==> src/rtl/serial_pkg.sv <==
// Shared serial-line encodings for serial_frame_tx and the matching receiver.
// SERIAL_FRAME_TX_PARITY_EN adds the PARITY state encoding.
package serial_pkg;

  typedef enum logic [2:0] {
    ST_IDLE   = 3'b000,
    ST_START  = 3'b001,
    ST_DATA   = 3'b011,
`ifdef SERIAL_FRAME_TX_PARITY_EN
    ST_PARITY = 3'b010,
`endif
    ST_STOP   = 3'b110
  } state_t;

  localparam logic LINE_IDLE = 1'b1;
  localparam logic START_BIT = 1'b0;
  localparam logic STOP_BIT  = 1'b1;

endpackage

==> src/rtl/bit_timer.sv <==
// Bit-period timer: free-runs 0..CLKS_PER_BIT-1, tick in the terminal-count cycle.
// Latency: tick CLKS_PER_BIT-1 cycles after clear drops; no backpressure.
module bit_timer #(
  parameter int CLKS_PER_BIT = 4
) (
  input  logic clk,
  input  logic reset_n,
  input  logic clear,
  output logic tick
);

  localparam int TW = (CLKS_PER_BIT > 1) ? $clog2(CLKS_PER_BIT) : 1;
  localparam logic [TW-1:0] TERM = TW'(CLKS_PER_BIT - 1);

  logic [TW-1:0] cnt_q, cnt_d;

  assign tick = (cnt_q == TERM);

  always_comb begin
    cnt_d = cnt_q + 1'b1;
    if (clear || tick) cnt_d = '0;
  end

  always_ff @(posedge clk or negedge reset_n) begin
    if (!reset_n) cnt_q <= '0;
    else          cnt_q <= cnt_d;
  end

endmodule

==> src/rtl/serial_frame_tx.sv <==
// Serial frame transmitter: start bit, DATA_W bits LSB first, [even parity], stop bit.
// Latency: line falls the cycle after acceptance; frame is (DATA_W+2[+1])*CLKS_PER_BIT cycles.
// Backpressure: ready only in IDLE; load while busy is dropped. Parity via SERIAL_FRAME_TX_PARITY_EN.
module serial_frame_tx
  import serial_pkg::*;
#(
  parameter int DATA_W       = 8,
  parameter int CLKS_PER_BIT = 4
) (
  input  logic              clk,
  input  logic              reset_n,
  input  logic [DATA_W-1:0] data_in,
  input  logic              load,
  output logic              ready,
  output logic              x_out,
  output logic              busy,
  output logic              done
);

  localparam int CW = $clog2(DATA_W + 1);
  localparam logic [CW-1:0] LAST_BIT = CW'(DATA_W - 1);

  state_t            ps_q, ns_d;
  logic [DATA_W-1:0] shreg_q, shreg_d;
  logic [CW-1:0]     bit_cnt_q, bit_cnt_d;
  logic              tick;
  logic              timer_clear;
`ifdef SERIAL_FRAME_TX_PARITY_EN
  logic              par_q, par_d;
`endif

  // Holding the timer cleared in IDLE aligns the first START cycle with count 0.
  assign timer_clear = (ps_q == ST_IDLE);

  bit_timer #(.CLKS_PER_BIT(CLKS_PER_BIT)) u_bit_timer (
    .clk     (clk),
    .reset_n (reset_n),
    .clear   (timer_clear),
    .tick    (tick)
  );

  always_ff @(posedge clk or negedge reset_n) begin
    if (!reset_n) begin
      ps_q      <= ST_IDLE;
      shreg_q   <= '0;
      bit_cnt_q <= '0;
`ifdef SERIAL_FRAME_TX_PARITY_EN
      par_q     <= 1'b0;
`endif
    end else begin
      ps_q      <= ns_d;
      shreg_q   <= shreg_d;
      bit_cnt_q <= bit_cnt_d;
`ifdef SERIAL_FRAME_TX_PARITY_EN
      par_q     <= par_d;
`endif
    end
  end

  always_comb begin
    ns_d      = ps_q;
    shreg_d   = shreg_q;
    bit_cnt_d = bit_cnt_q;
`ifdef SERIAL_FRAME_TX_PARITY_EN
    par_d     = par_q;
`endif
    case (ps_q)
      ST_IDLE: if (load) begin
        ns_d      = ST_START;
        shreg_d   = data_in;
        bit_cnt_d = '0;
`ifdef SERIAL_FRAME_TX_PARITY_EN
        par_d     = ^data_in;
`endif
      end
      ST_START: if (tick) begin
        ns_d      = ST_DATA;
        bit_cnt_d = '0;
      end
      ST_DATA: if (tick) begin
        shreg_d   = shreg_q >> 1;
        bit_cnt_d = bit_cnt_q + 1'b1;
        if (bit_cnt_q == LAST_BIT) begin
`ifdef SERIAL_FRAME_TX_PARITY_EN
          ns_d = ST_PARITY;
`else
          ns_d = ST_STOP;
`endif
        end
      end
`ifdef SERIAL_FRAME_TX_PARITY_EN
      ST_PARITY: if (tick) ns_d = ST_STOP;
`endif
      ST_STOP: if (tick) ns_d = ST_IDLE;
      default: ns_d = ST_IDLE;
    endcase
  end

  always_comb begin
    x_out = LINE_IDLE;
    ready = 1'b0;
    done  = 1'b0;
    case (ps_q)
      ST_IDLE:   ready = 1'b1;
      ST_START:  x_out = START_BIT;
      ST_DATA:   x_out = shreg_q[0];
`ifdef SERIAL_FRAME_TX_PARITY_EN
      ST_PARITY: x_out = par_q;
`endif
      ST_STOP: begin
        x_out = STOP_BIT;
        done  = tick;
      end
      default:   ready = 1'b1;
    endcase
  end

  assign busy = ~ready;

endmodule

==> config.mk <==
export PLATFORM = sky130hd
export DESIGN_NAME = serial_frame_tx
export DESIGN_NICKNAME = d
export VERILOG_FILES = /design/src/rtl/serial_pkg.sv /design/src/rtl/bit_timer.sv /design/src/rtl/serial_frame_tx.sv
export SDC_FILE = /design/constraint.sdc
export NUM_CORES = 1
export LEC_CHECK = 0
export CAP_MARGIN = 20
export CORE_MARGIN = 2
export CORE_UTILIZATION = 30
export CTS_BUF_LIST = sky130_fd_sc_hd__clkbuf_4 sky130_fd_sc_hd__clkbuf_8 sky130_fd_sc_hd__clkbuf_16
export DETAILED_ROUTE_END_ITERATION = 8
export GPL_TIMING_DRIVEN = 1
export SYNTH_ARGS = -nofsm -noshare
export SYNTH_HDL_FRONTEND = slang
export SYNTH_SLANG_ARGS = --single-unit
==> constraint.sdc <==
create_clock -name clk -period 1.46 [get_ports clk]
set_input_delay 0.292 -clock clk [delete_from_list [all_inputs] [get_ports clk]]
set_output_delay 0.292 -clock clk [all_outputs]
set_load 0.01 [all_outputs]
==> Yosys cells after proc, flatten, opt, wreduce, memory -nomap -nowiden <==
Cells that the tools add are included.
{ "totals": {"regBits": 17, "input_bits": 11} }
{ "op_classes": {"addsub": 2, "n_eq_ne": 10, "muxes": 17, "n_reduce_logical": 8} }
{ "op_table": {"columns": ["cell", "n"], "rows": [
  ["8-bit two-way mux", 2],
  ["8-bit one-hot mux with 2 select lines", 1],
  ["3-bit two-way mux", 5],
  ["4-bit two-way mux", 3],
  ["3-bit one-hot mux with 4 select lines", 1],
  ["4-bit one-hot mux with 3 select lines", 1],
  ["2-bit inequality test, second input constant", 5],
  ["5-bit AND reduction", 1],
  ["4-bit by 1-bit adder with 4-bit output, second input constant", 1],
  ["4-bit by 3-bit == test with 1-bit output, second input constant", 1],
  ["4-bit AND reduction", 1],
  ["3-bit by 1-bit == test with 1-bit output, second input constant", 1],
  ["3-bit by 2-bit == test with 1-bit output, second input constant", 1],
  ["3-bit == test, second input constant", 1],
  ["3-bit logical NOT", 1],
  ["3-bit AND reduction", 1],
  ["3-bit nonzero test", 1],
  ["3-bit OR reduction", 1],
  ["2-bit by 1-bit adder with 2-bit output, second input constant", 1],
  ["2-bit == test, second input constant", 1],
  ["1-bit two-way mux", 2],
  ["2-bit two-way mux", 1],
  ["1-bit one-hot mux with 2 select lines", 1],
  ["2-bit nonzero test", 1],
  ["1-bit logical OR", 1]
]} }

==> Longest topological paths before layout <==
Gate-level depths: netlist (run 1).
{ "logic_depth": {"depth_word": 4, "depth_mapped": 5, "mapped_depth_nobuf": 4} }

==> Hierarchy <==
A second synthesis (run 1) with hierarchy kept.
{ "unflattened": {"cells_unflattened": 82, "area_unflattened_um2": 938.4} }
{ "by_module_without_submodules": {"columns": ["mod", "instances", "cells_each", "area_each_um2", "seq_area_each_um2"], "rows": [
  ["serial_frame_tx", 1, 77, 853.3, 375.4],
  ["bit_timer", 1, 5, 85.1, 50.0]
]} }

==> Worst setup path before layout (run 1) <==
OpenSTA, ideal clock, no wires.
{ "synth_path": {"path_kind": "register -> register", "from": "register u_bit_timer.cnt_q[0]", "to": "register shreg_q[0]", "arrival_ns": 1.475, "required_ns": 1.335, "slack_ns": -0.139, "stages_incl_launch_ff": 6, "n_path_buf": 1, "path_cell_list": "dfrtp_1 > ha_1 > clkbuf_1 > nand3_1 > a21oi_4 > mux2_2"} }
{ "synth_between": {"elab_chain_cells": 3} }
{ "synth_lines": {"columns": ["element", "line", "rtl"], "rows": [
  ["start: declaration", "bit_timer.sv:15", "logic [TW-1:0] cnt_q, cnt_d;"],
  ["start signal: assignment", "bit_timer.sv:26", "else cnt_q <= cnt_d;"],
  ["2-bit == test", "bit_timer.sv:17", "assign tick = (cnt_q == TERM);"],
  ["2-bit inequality test (no line)", null, null],
  ["3-bit AND reduction (no line)", null, null],
  ["end signal: assignment", "serial_frame_tx.sv:52", "shreg_q <= shreg_d;"],
  ["end: declaration", "serial_frame_tx.sv:24", "logic [DATA_W-1:0] shreg_q, shreg_d;"]
]} }
Every way passes these cells.
A chain may end at the register's enable or synchronous reset.

==> Worst setup path after layout (run 1) <==
{ "layout_path": {"from": "register ps_q[0]", "to": "register shreg_q[6]"} }
{ "layout_between": {"elab_chain_cells": 3, "elab_cells_between_ends": 7, "classes_between": "eq/ne: 3; mux: 1; reduce/logical: 3"} }
{ "layout_lines": {"columns": ["element", "line", "rtl"], "rows": [
  ["start: declaration", "serial_frame_tx.sv:23", "state_t ps_q, ns_d;"],
  ["start signal: assignment", "serial_frame_tx.sv:51", "ps_q <= ns_d;"],
  ["3-bit by 2-bit == test with 1-bit output or 3-bit logical NOT (tied branches)", "serial_frame_tx.sv:67", "case (ps_q)"],
  ["2-bit inequality test (no line) or 2-bit nonzero test (tied branches)", null, null],
  ["3-bit AND reduction (no line)", null, null]
]} }
Parallel ways exist; a longest one is shown, timed or not.

==> flow_summary_export.csv, run 1 <==
group,metric,value,unit
status,status,"finished with violations",
status,violations,"negative setup slack",
layout,synthToLayoutAreaGrowth,47.5,%
setup_path,worst_ep_required_time,1650,ps
grt,grt_pass1_vias,778,
die,rows,20,
hold_path,hold_path.class,"primary input to async pin",
sta,skew,9.35,ps
cts,worstSkewPairLatency,300,ps
grt,met1_usage,16.8,%
sta,worstMarginPinSlew,242,ps
routing,avgViaCountPerCell,4.91,
sta,hold_viol_final,0,
place,port-buffer-count,14,
die,fp.coreArea,0.00298,mm^2
routing,ant_nets,0,
synth,synth.ff_latch_count,17,
cts,htreeDepth,1,
cts,numClockSinks,17,
synth,ys_warn_count,0,
cts,cts-buffers-inserted,3,
setup_path,crit_type,"register to register",
synth,synth_edf_count,0,
routing,vias,746,
die,die_area,0.00351,mm^2
routing,wl_per_cell,13.9,um
sta,slew_headroom,83.8,%
sta,rsz0062_at_grt,"yes",
pwr,power_leakage,0.000613,uW
setup_path,critPathArrivalTime,1850,ps
pwr,max-vdd-ir-drop,958,uV
grt,met2_usage,22.0,%
setup_path,cp_max_fo,8,
cts,hold_buffers,0,
routing,finalWirelength,2110,um
layout,insertedDiodeCount,0,
sta,post-route-period-util,114,%
synth,syn_area,916,um^2
job,max-cap-violations,0,
sta,fmax,602,MHz
sta,setup_slack,-202,ps
setup_path,cp-end-kind,"register",
synth,synth.avg_cell_area,10.9,um^2
die,ioPinCount,15,
synth,netlist.area_leader.share,46.4,%
place,pre_cts_ws,-485,ps
grt,grt_start_max_net_pins,18,
synth,synth_nets,97,
synth,seq_area_frac_synth,46.4,%
grt,grt_overflow,0,
synth,synth_common_cells,"dfrtp_1, mux2_2, inv_1, nand2_1",
synth,synth_most_common_cell,"dfrtp_1",
synth,synth.area.top_cells,"dfrtp_1, mux2_2, ha_1, inv_1, nand2_1",
die,die_h,59.3,um
sta,finalSetupViolCount,16,
die,initial_utilization,30.8,%
layout,final_layout_size_suffix_gt1_share,45.4,%
cts,cts_tree,"yes",
routing,drt_first_pass_iters,4,
place,dpl_cell_area,0.00121,mm^2
grt,globalRouteMet3Util,1.97,%
synth,synthCells,84,
cts,clkTransAtPathRegs,110,ps
synth,async_flop_share,100,%
layout,nets,133,
routing,drcViolationCount,0,
cts,root_buffer,"clkbuf_4",
sta,min_period,1660,ps
pwr,p_per_area,2130,mW/mm^2
grt,grtUsageTotal,13.2,%
grt,antenna_found_initial,0,
setup_path,startpoint_type,"register",
sta,drv_slew,0,
routing,drt_first_iter_violations,5,
place,gp_congestion,0.767,
synth,yosysTopAreaCell,"dfrtp_1",
grt,busiest_layer,"met2",
layout,final_area,0.00135,mm^2
synth,synth_flop_cell,"dfrtp_1",
cts,cts_max_path_buffers,2,
grt,grt_pass1_wl,3470,um
die,die-width,59.3,um
synth,synth.distinct_cells,27,
place,place_hpwl,1460,um
final cells by class:
class	count	area [um^2]
fillers	282	1630
multi-input cells	56	510
flip-flops and latches	17	428
repair buffers	36	319
well taps	33	41.3
clock buffers	4	30.0
inverters	6	22.5
through the flow:
step                      hold WS, ps  instances  total power, uW  setup TNS [ps]  util (%)
after floorplan                 -3.59         84             1670            -213         -
after global placement            485        143             2250           -5460      40.5
after detailed placement          500        143             2300           -5680      40.5
after CTS                         303        151             2820           -3270      44.6
after global routing              336        152             3090           -3450      45.4
final                             302        152             2880           -2650      45.4
per-layer routing:
metal | share of wire, % | wire length [um] | vias up
met5 | 0 | 0 | -
met2 | 51 | 1080 | 13
met4 | 1.3 | 27 | 0
li1 | - | - | 366
met3 | 3.6 | 76 | 2
met1 | 44 | 931 | 365
power breakdown:
group	total, uW	internal, uW	switching, uW
clock network	283	125	158
logic	1790	1070	719
registers	814	677	137
total	2880	1870	1010
worst paths after layout:
kind / startpoint / to / slack (ps) / depth (start not counted)
worst max-delay path: ps_q[0]$_DFFE_PN0P_ / shreg_q[6]$_DFFE_PN0P_ / -200 / 5
worst min-delay path: reset_n / shreg_q[1]$_DFFE_PN0P_ / 300 / 2
worst max register to register: ps_q[0]$_DFFE_PN0P_ / shreg_q[6]$_DFFE_PN0P_ / -200 / 5
worst min register to register: bit_cnt_q[0]$_DFFE_PN0P_ / bit_cnt_q[0]$_DFFE_PN0P_ / 510 / 1
max in group asynchronous: reset_n / ps_q[0]$_DFFE_PN0P_ / 940 / 2
min in group clk: bit_cnt_q[0]$_DFFE_PN0P_ / bit_cnt_q[0]$_DFFE_PN0P_ / 510 / 1
state kept, by name, summed over array words and instances, names as in the netlist:
signal	cells
bit_cnt_q	4
ps_q	3
shreg_q	8
u_bit_timer.cnt_q	2
cells by family (layout without fill, tap and decap cells):
| kind of cell | count (synthesis) | after routing | synth area share, % |
|---|---|---|---|
| AOI/OAI and AO/OA | 14 | 14 | 10.9 |
| xor gates and xnor gates | 1 | 1 | 0.956 |
| adders and majority gates | 2 | 2 | 2.73 |
| buffers and inverters | 11 | 46 | 5.05 |
| DFF | 17 | 17 | 46.4 |
| muxes | 15 | 15 | 18.3 |
| and+or+nand+nor | 24 | 24 | 15.6 |
critical path: stages (launching register included):
cell	delay, ps
dfrtp_2	450
buf_6	130
or3b_4	380
a21oi_4	150
buf_12	150
mux2_4	300
placed cells by master, fill, tap and decap left out, types with 2 or more instances in the layout:
cell type and count:
o21ai_0 2, mux2_2 7, and3b_1 2, nand3b_1 3, clkdlybuf4s50_1 10, dfrtp_2 2
nand3_1 2, buf_6 3, and3_1 2, a21oi_1 3, nand2_1 6, buf_2 2
inv_1 6, nor3_1 2, dfrtp_1 15, buf_4 18, mux2_4 7, clkbuf_4 4
nor3b_1 2
what timing repair did:
item,4_1_cts,5_1_grt
resized for setup,27,5
endpoints found under the setup margin,16,16
pin swaps,4,2
hold endpoints to repair,0,0
buffers inserted,4,1
No activity file was read; power rests on OpenSTA's default activity.
==> run 2: changes to the inputs <==
- CORE_MARGIN: 2 -> not set
- CTS_CLUSTER_SIZE: not set -> 16
==> flow_summary_export.csv, run 2 (synthesis gave the netlist of run 1 again) <==
group,metric,value,unit
place,dpl_cell_area,0.00118,mm^2
pwr,max-vdd-ir-drop,544,uV
sta,setup_slack,-198,ps
sta,drv_slew,0,
place,gp_congestion,0.762,
die,die_area,0.00328,mm^2
layout,fillers,265,
cts,clkTransAtPathRegs,110,ps
layout,largest_registers,"shreg_q (8), bit_cnt_q (4), ps_q (3)",
sta,slew_headroom,83.5,%
routing,wl_per_cell,13.2,um
job,max-cap-violations,0,
die,die-width,57.3,um
cts,numClockSinks,17,
die,fp.coreArea,0.00283,mm^2
layout,final_area,0.00135,mm^2
grt,grtUsageTotal,14.7,%
place,placedCellCount,138,
sta,rsz0062_at_grt,"yes",
setup_path,crit_type,"register to register",
setup_path,slowest_stage,"dfrtp_1",
setup_path,timing.rr.start,"ps_q[0]$_DFFE_PN0P_",
cts,hold_buffers,0,
cts,htreeDepth,1,
cts,cts-buffers-inserted,3,
layout,insertedDiodeCount,0,
die,die_h,57.3,um
layout,instances_no_fill,150,
die,initial_utilization,32.4,%
sta,finalSetupViolCount,16,
setup_path,reg2reg_slack,-200,ps
setup_path,cp-end-kind,"register",
sta,worstMarginPinSlew,245,ps
layout,final_cell_mix,"dfrtp_1, buf_4, clkdlybuf4s50_1, mux2_2, mux2_4",
sta,post-route-period-util,114,%
setup_path,crit_path_max_incr_delay,430,ps
grt,grt_pass1_vias,821,
layout,largest_register_ffs,8,
setup_path,r2r_cells,5,
place,port-buffer-count,14,
grt,antenna_found_initial,0,
sta,hold_viol_final,0,
routing,drt_first_pass_iters,6,
grt,grt_start_max_net_pins,18,
grt,grt_overflow,0,
cts,cts_max_path_buffers,2,
routing,avgViaCountPerCell,4.99,
cts,root_buffer,"clkbuf_4",
sta,fmax,603,MHz
setup_path,regToRegEndpoint,"shreg_q[1]$_DFFE_PN0P_",
pwr,power_leakage,0.000620,uW
sta,skew,7.30,ps
sta,min_period,1660,ps
status,status,"finished with violations",
layout,largest-register,"shreg_q",
layout,synthToLayoutAreaGrowth,47.5,%
routing,vias,749,
setup_path,critPathArrivalTime,1840,ps
setup_path,cp_max_fo,8,
die,rows,19,
status,violations,"design-rule violations, negative setup slack",
routing,ant_nets,0,
layout,final_layout_size_suffix_gt1_share,45.4,%
die,ioPinCount,15,
hold_path,hold_path.class,"primary input to async pin",
routing,drt_first_iter_violations,16,
routing,drcViolationCount,2,
setup_path,worstPathCellList,"buf_6, or3b_4, a21oi_4, buf_12, mux2_4",
layout,nets,133,
setup_path,startpoint_type,"register",
pwr,finalPower,2830,uW
setup_path,worst_ep_required_time,1650,ps
layout,layout_commonest_cell,"dfrtp_1",
routing,finalWirelength,1990,um
cts,cts_tree,"yes",
cts,worstSkewPairLatency,300,ps
grt,grt_pass1_wl,3590,um
pwr,p_per_area,2100,mW/mm^2
place,place_hpwl,1400,um
==> run 2: worst max-delay path by stage <==
| stage | start | cells after the start | endpoint | slack [ps] |
|---|---|---|---|---|
| 2_1_floorplan | ps_q[1]$_DFFE_PN0P_ | 3 | shreg_q[0]$_DFFE_PN0P_ | -30 |
| 3_3_place_gp | load | 4 | shreg_q[5]$_DFFE_PN0P_ | -470 |
| 3_5_place_dp | load | 4 | shreg_q[4]$_DFFE_PN0P_ | -470 |
| 4_1_cts | ps_q[0]$_DFFE_PN0P_ | 5 | shreg_q[1]$_DFFE_PN0P_ | -230 |
| 5_1_grt | ps_q[1]$_DFFE_PN0P_ | 6 | shreg_q[6]$_DFFE_PN0P_ | -230 |
| 6_report | ps_q[0]$_DFFE_PN0P_ | 5 | shreg_q[1]$_DFFE_PN0P_ | -200 |
==> run 2: metrics by stage <==
stage | setup WS [ps] | utilization [%] | hold WS (ps) | setup TNS, ps
floorplan | -30.5 | - | -3.59 | -213
global placement | -473 | 41.8 | 424 | -5680
detailed placement | -475 | 41.8 | 434 | -5720
CTS | -233 | 46.4 | 313 | -2290
global route | -234 | 47.8 | 332 | -3140
finish | -198 | 47.8 | 305 | -2380
==> run 2: cell type report <==
cell class | count | area [um^2] | share of cell area [%]
Multi-Input combinational cell | 56 | 514 | 38.1
Sequential cell | 17 | 425 | 31.5
Timing Repair Buffer | 36 | 323 | 23.9
Tap cell | 31 | 38.8 | 2.87
Clock buffer | 3 | 22.5 | 1.67
Inverter | 6 | 22.5 | 1.67
Clock inverter | 1 | 5.00 | 0.370
==> run 2: what timing repair did <==
| action | 4_1_cts | 5_1_grt |
|---|---|---|
| endpoints found under the setup margin | 16 | 16 |
| pin swaps | 6 | 5 |
| setup buffers | 5 | 3 |
| gates resized for setup | 30 | 8 |
==> run 2: power breakdown <==
part	total, uW	internal [uW]	switching [uW]
sequential	789	671	117
clock	258	102	156
combinational	1790	1070	714
==> run 2: worst max-delay path: cells and delay by family, from the launching register on <==
kind            cells  cell delay [ps]
flops               1              430
buf+inv             2              290
simple gates        1              390
compound gates      1              150
mux                 1              290
==> run 2: layer usage <==
layer  wire [um]  vias to the layer above  GRT usage (%)
met4          65                        0           9.76
met3          73                        7           3.17
li1            -                      363              -
met1         862                      365           15.9
met2         984                       14           25.7
met5           0                        -              0
==> run 3: changes to the inputs <==
- RECOVER_POWER: not set -> 100
==> flow_summary_export.csv, run 3 (synthesis gave the netlist of run 1 again) <==
group,metric,value,unit
die,initial_utilization,32.4,%
setup_path,startpoint_type,"register",
grt,grt_pass1_wl,3590,um
sta,timing.hold.ws,447,ps
hold_path,whs_endpoint,"u_bit_timer.cnt_q[0]$_DFF_PN0_",
layout,largest-register,"shreg_q",
sta,worstMarginPinSlew,935,ps
setup_path,cp-end-kind,"register",
grt,grt_start_max_net_pins,18,
sta,post-route-period-util,114,%
setup_path,regToRegEndpoint,"shreg_q[1]$_DFFE_PN0P_",
cts,clkTransAtPathRegs,100,ps
job,max-cap-violations,0,
place,port-buffer-count,14,
cts,cts_tree,"yes",
sta,tns,-2380,ps
pwr,switchingPower,989,uW
cts,cts-buffers-inserted,3,
layout,layout_commonest_cell,"dfrtp_1",
sta,min_period,1660,ps
place,dpl_cell_area,0.00118,mm^2
sta,slew_headroom,37.6,%
setup_path,critPathArrivalTime,1840,ps
sta,fmax,603,MHz
layout,final_layout_size_suffix_gt1_share,44.5,%
routing,met3_length,73,um
routing,drt_first_pass_iters,6,
layout,post-route-util,47.6,%
pwr,p_sw_share,34.9,%
routing,finalWirelength,1990,um
cts,htreeDepth,1,
die,die_area,0.00328,mm^2
setup_path,slowest_stage,"dfrtp_1",
pwr,p_seq_share,27.8,%
layout,final_area,0.00135,mm^2
routing,detail_route.wirelength.met1,861,um
layout,insertedDiodeCount,0,
routing,ant_nets,0,
grt,grt_pass1_vias,821,
pwr,share_comb_of_total_power,63.1,%
place,placedCellCount,138,
setup_path,worstPathCellList,"buf_6, or3b_4, a21oi_4, buf_12, mux2_4",
die,die-width,57.3,um
grt,antenna_found_initial,0,
setup_path,worst_ep_required_time,1650,ps
hold_path,hold_path.class,"register to register",
cts,root_buffer,"clkbuf_4",
pwr,p_per_area,2100,mW/mm^2
sta,drv_slew,0,
sta,skew,7.30,ps
sta,finalSetupViolCount,16,
routing,routed.top_layer,"met4",
pwr,clkPwrFrac,9.1,%
cts,worstSkewPairLatency,300,ps
grt,grtUsageTotal,14.7,%
layout,final_cell_mix,"dfrtp_1, buf_4, clkdlybuf4s50_1, mux2_2, mux2_4",
pwr,max-vdd-ir-drop,544,uV
die,rows,19,
cts,numClockSinks,17,
sta,hold_viol_final,0,
cts,cts_max_path_buffers,2,
setup_path,timing.rr.start,"ps_q[0]$_DFFE_PN0P_",
layout,nets,133,
routing,vias,749,
setup_path,crit_path_max_incr_delay,430,ps
status,violations,"design-rule violations, negative setup slack",
layout,largest_register_ffs,8,
setup_path,crit_type,"register to register",
sta,setup_slack,-198,ps
layout,instances_no_fill,150,
setup_path,cp_max_fo,8,
routing,wl_per_cell,13.3,um
layout,synthToLayoutAreaGrowth,47.1,%
hold_path,hp-start,"u_bit_timer.cnt_q[0]$_DFF_PN0_",
place,gp_congestion,0.762,
routing,wl_met2,989,um
setup_path,reg2reg_slack,-200,ps
routing,drcViolationCount,2,
layout,largest_registers,"shreg_q (8), bit_cnt_q (4), ps_q (3)",
pwr,power_leakage,0.000616,uW
routing,drt_first_iter_violations,11,
pwr,internal_power,1850,uW
setup_path,r2r_cells,5,
die,fp.coreArea,0.00283,mm^2
status,status,"finished with violations",
die,die_h,57.3,um
routing,avgViaCountPerCell,4.99,
die,ioPinCount,15,
grt,grt_overflow,0,
cts,hold_buffers,0,
sta,rsz0062_at_grt,"yes",
hold_path,hold_depth,1,
place,place_hpwl,1400,um
[run 3: how the worst max path moves through the flow]
stage | start | end | slack, ps | cells after the start
after floorplan | ps_q[1]$_DFFE_PN0P_ | shreg_q[0]$_DFFE_PN0P_ | -30 | 3
after global placement | load | shreg_q[5]$_DFFE_PN0P_ | -470 | 4
final | ps_q[0]$_DFFE_PN0P_ | shreg_q[1]$_DFFE_PN0P_ | -200 | 5
after detailed placement | load | shreg_q[4]$_DFFE_PN0P_ | -470 | 4
after global routing | ps_q[1]$_DFFE_PN0P_ | shreg_q[6]$_DFFE_PN0P_ | -230 | 6
after CTS | ps_q[0]$_DFFE_PN0P_ | shreg_q[1]$_DFFE_PN0P_ | -230 | 5
[run 3: power by group through the flow]
stage,clock [uW],sequential (uW),combinational [uW]
3_3_place_gp,0,800,1370
3_5_place_dp,0,805,1400
5_1_grt,290,815,1940
4_1_cts,266,788,1700
2_1_floorplan,0,754,915
6_report,258,789,1790
[run 3: metal layers]
layer	global-route usage (%)	vias up
li1	-	364
met1	15.9	364
met2	25.7	14
met3	3.17	7
met4	9.76	0
met5	0	-
[run 3: layout make-up]
| cell class | instances | area (um^2) |
|---|---|---|
| clock buffer | 3 | 22.5 |
| clock inverter | 1 | 5.00 |
| fill | 265 | 1480 |
| inverter | 6 | 22.5 |
| multi-input combinational | 56 | 514 |
| sequential | 17 | 425 |
| tap | 31 | 38.8 |
| timing repair buffer | 36 | 319 |
[run 3: per-stage QoR]
stage                     setup slack [ps]  total power, uW
final                                 -198             2830
after global routing                  -234             3050
after CTS                             -233             2750
after detailed placement              -475             2210
after global placement                -473             2170
after floorplan                      -30.5             1670
[run 3: worst max-delay path, delay by kind of cell (launching register included)]
family	cells	cell delay [ps]
simple gates	1	390
compound gates	1	150
flops	1	430
buf+inv	2	290
mux	1	290
[run 3: timing repair]
action	4_1_cts	5_1_grt
endpoints found under the setup margin	16	16
setup buffers	5	3
pin swaps	6	5
gates cloned	0	0
resized for setup	30	8
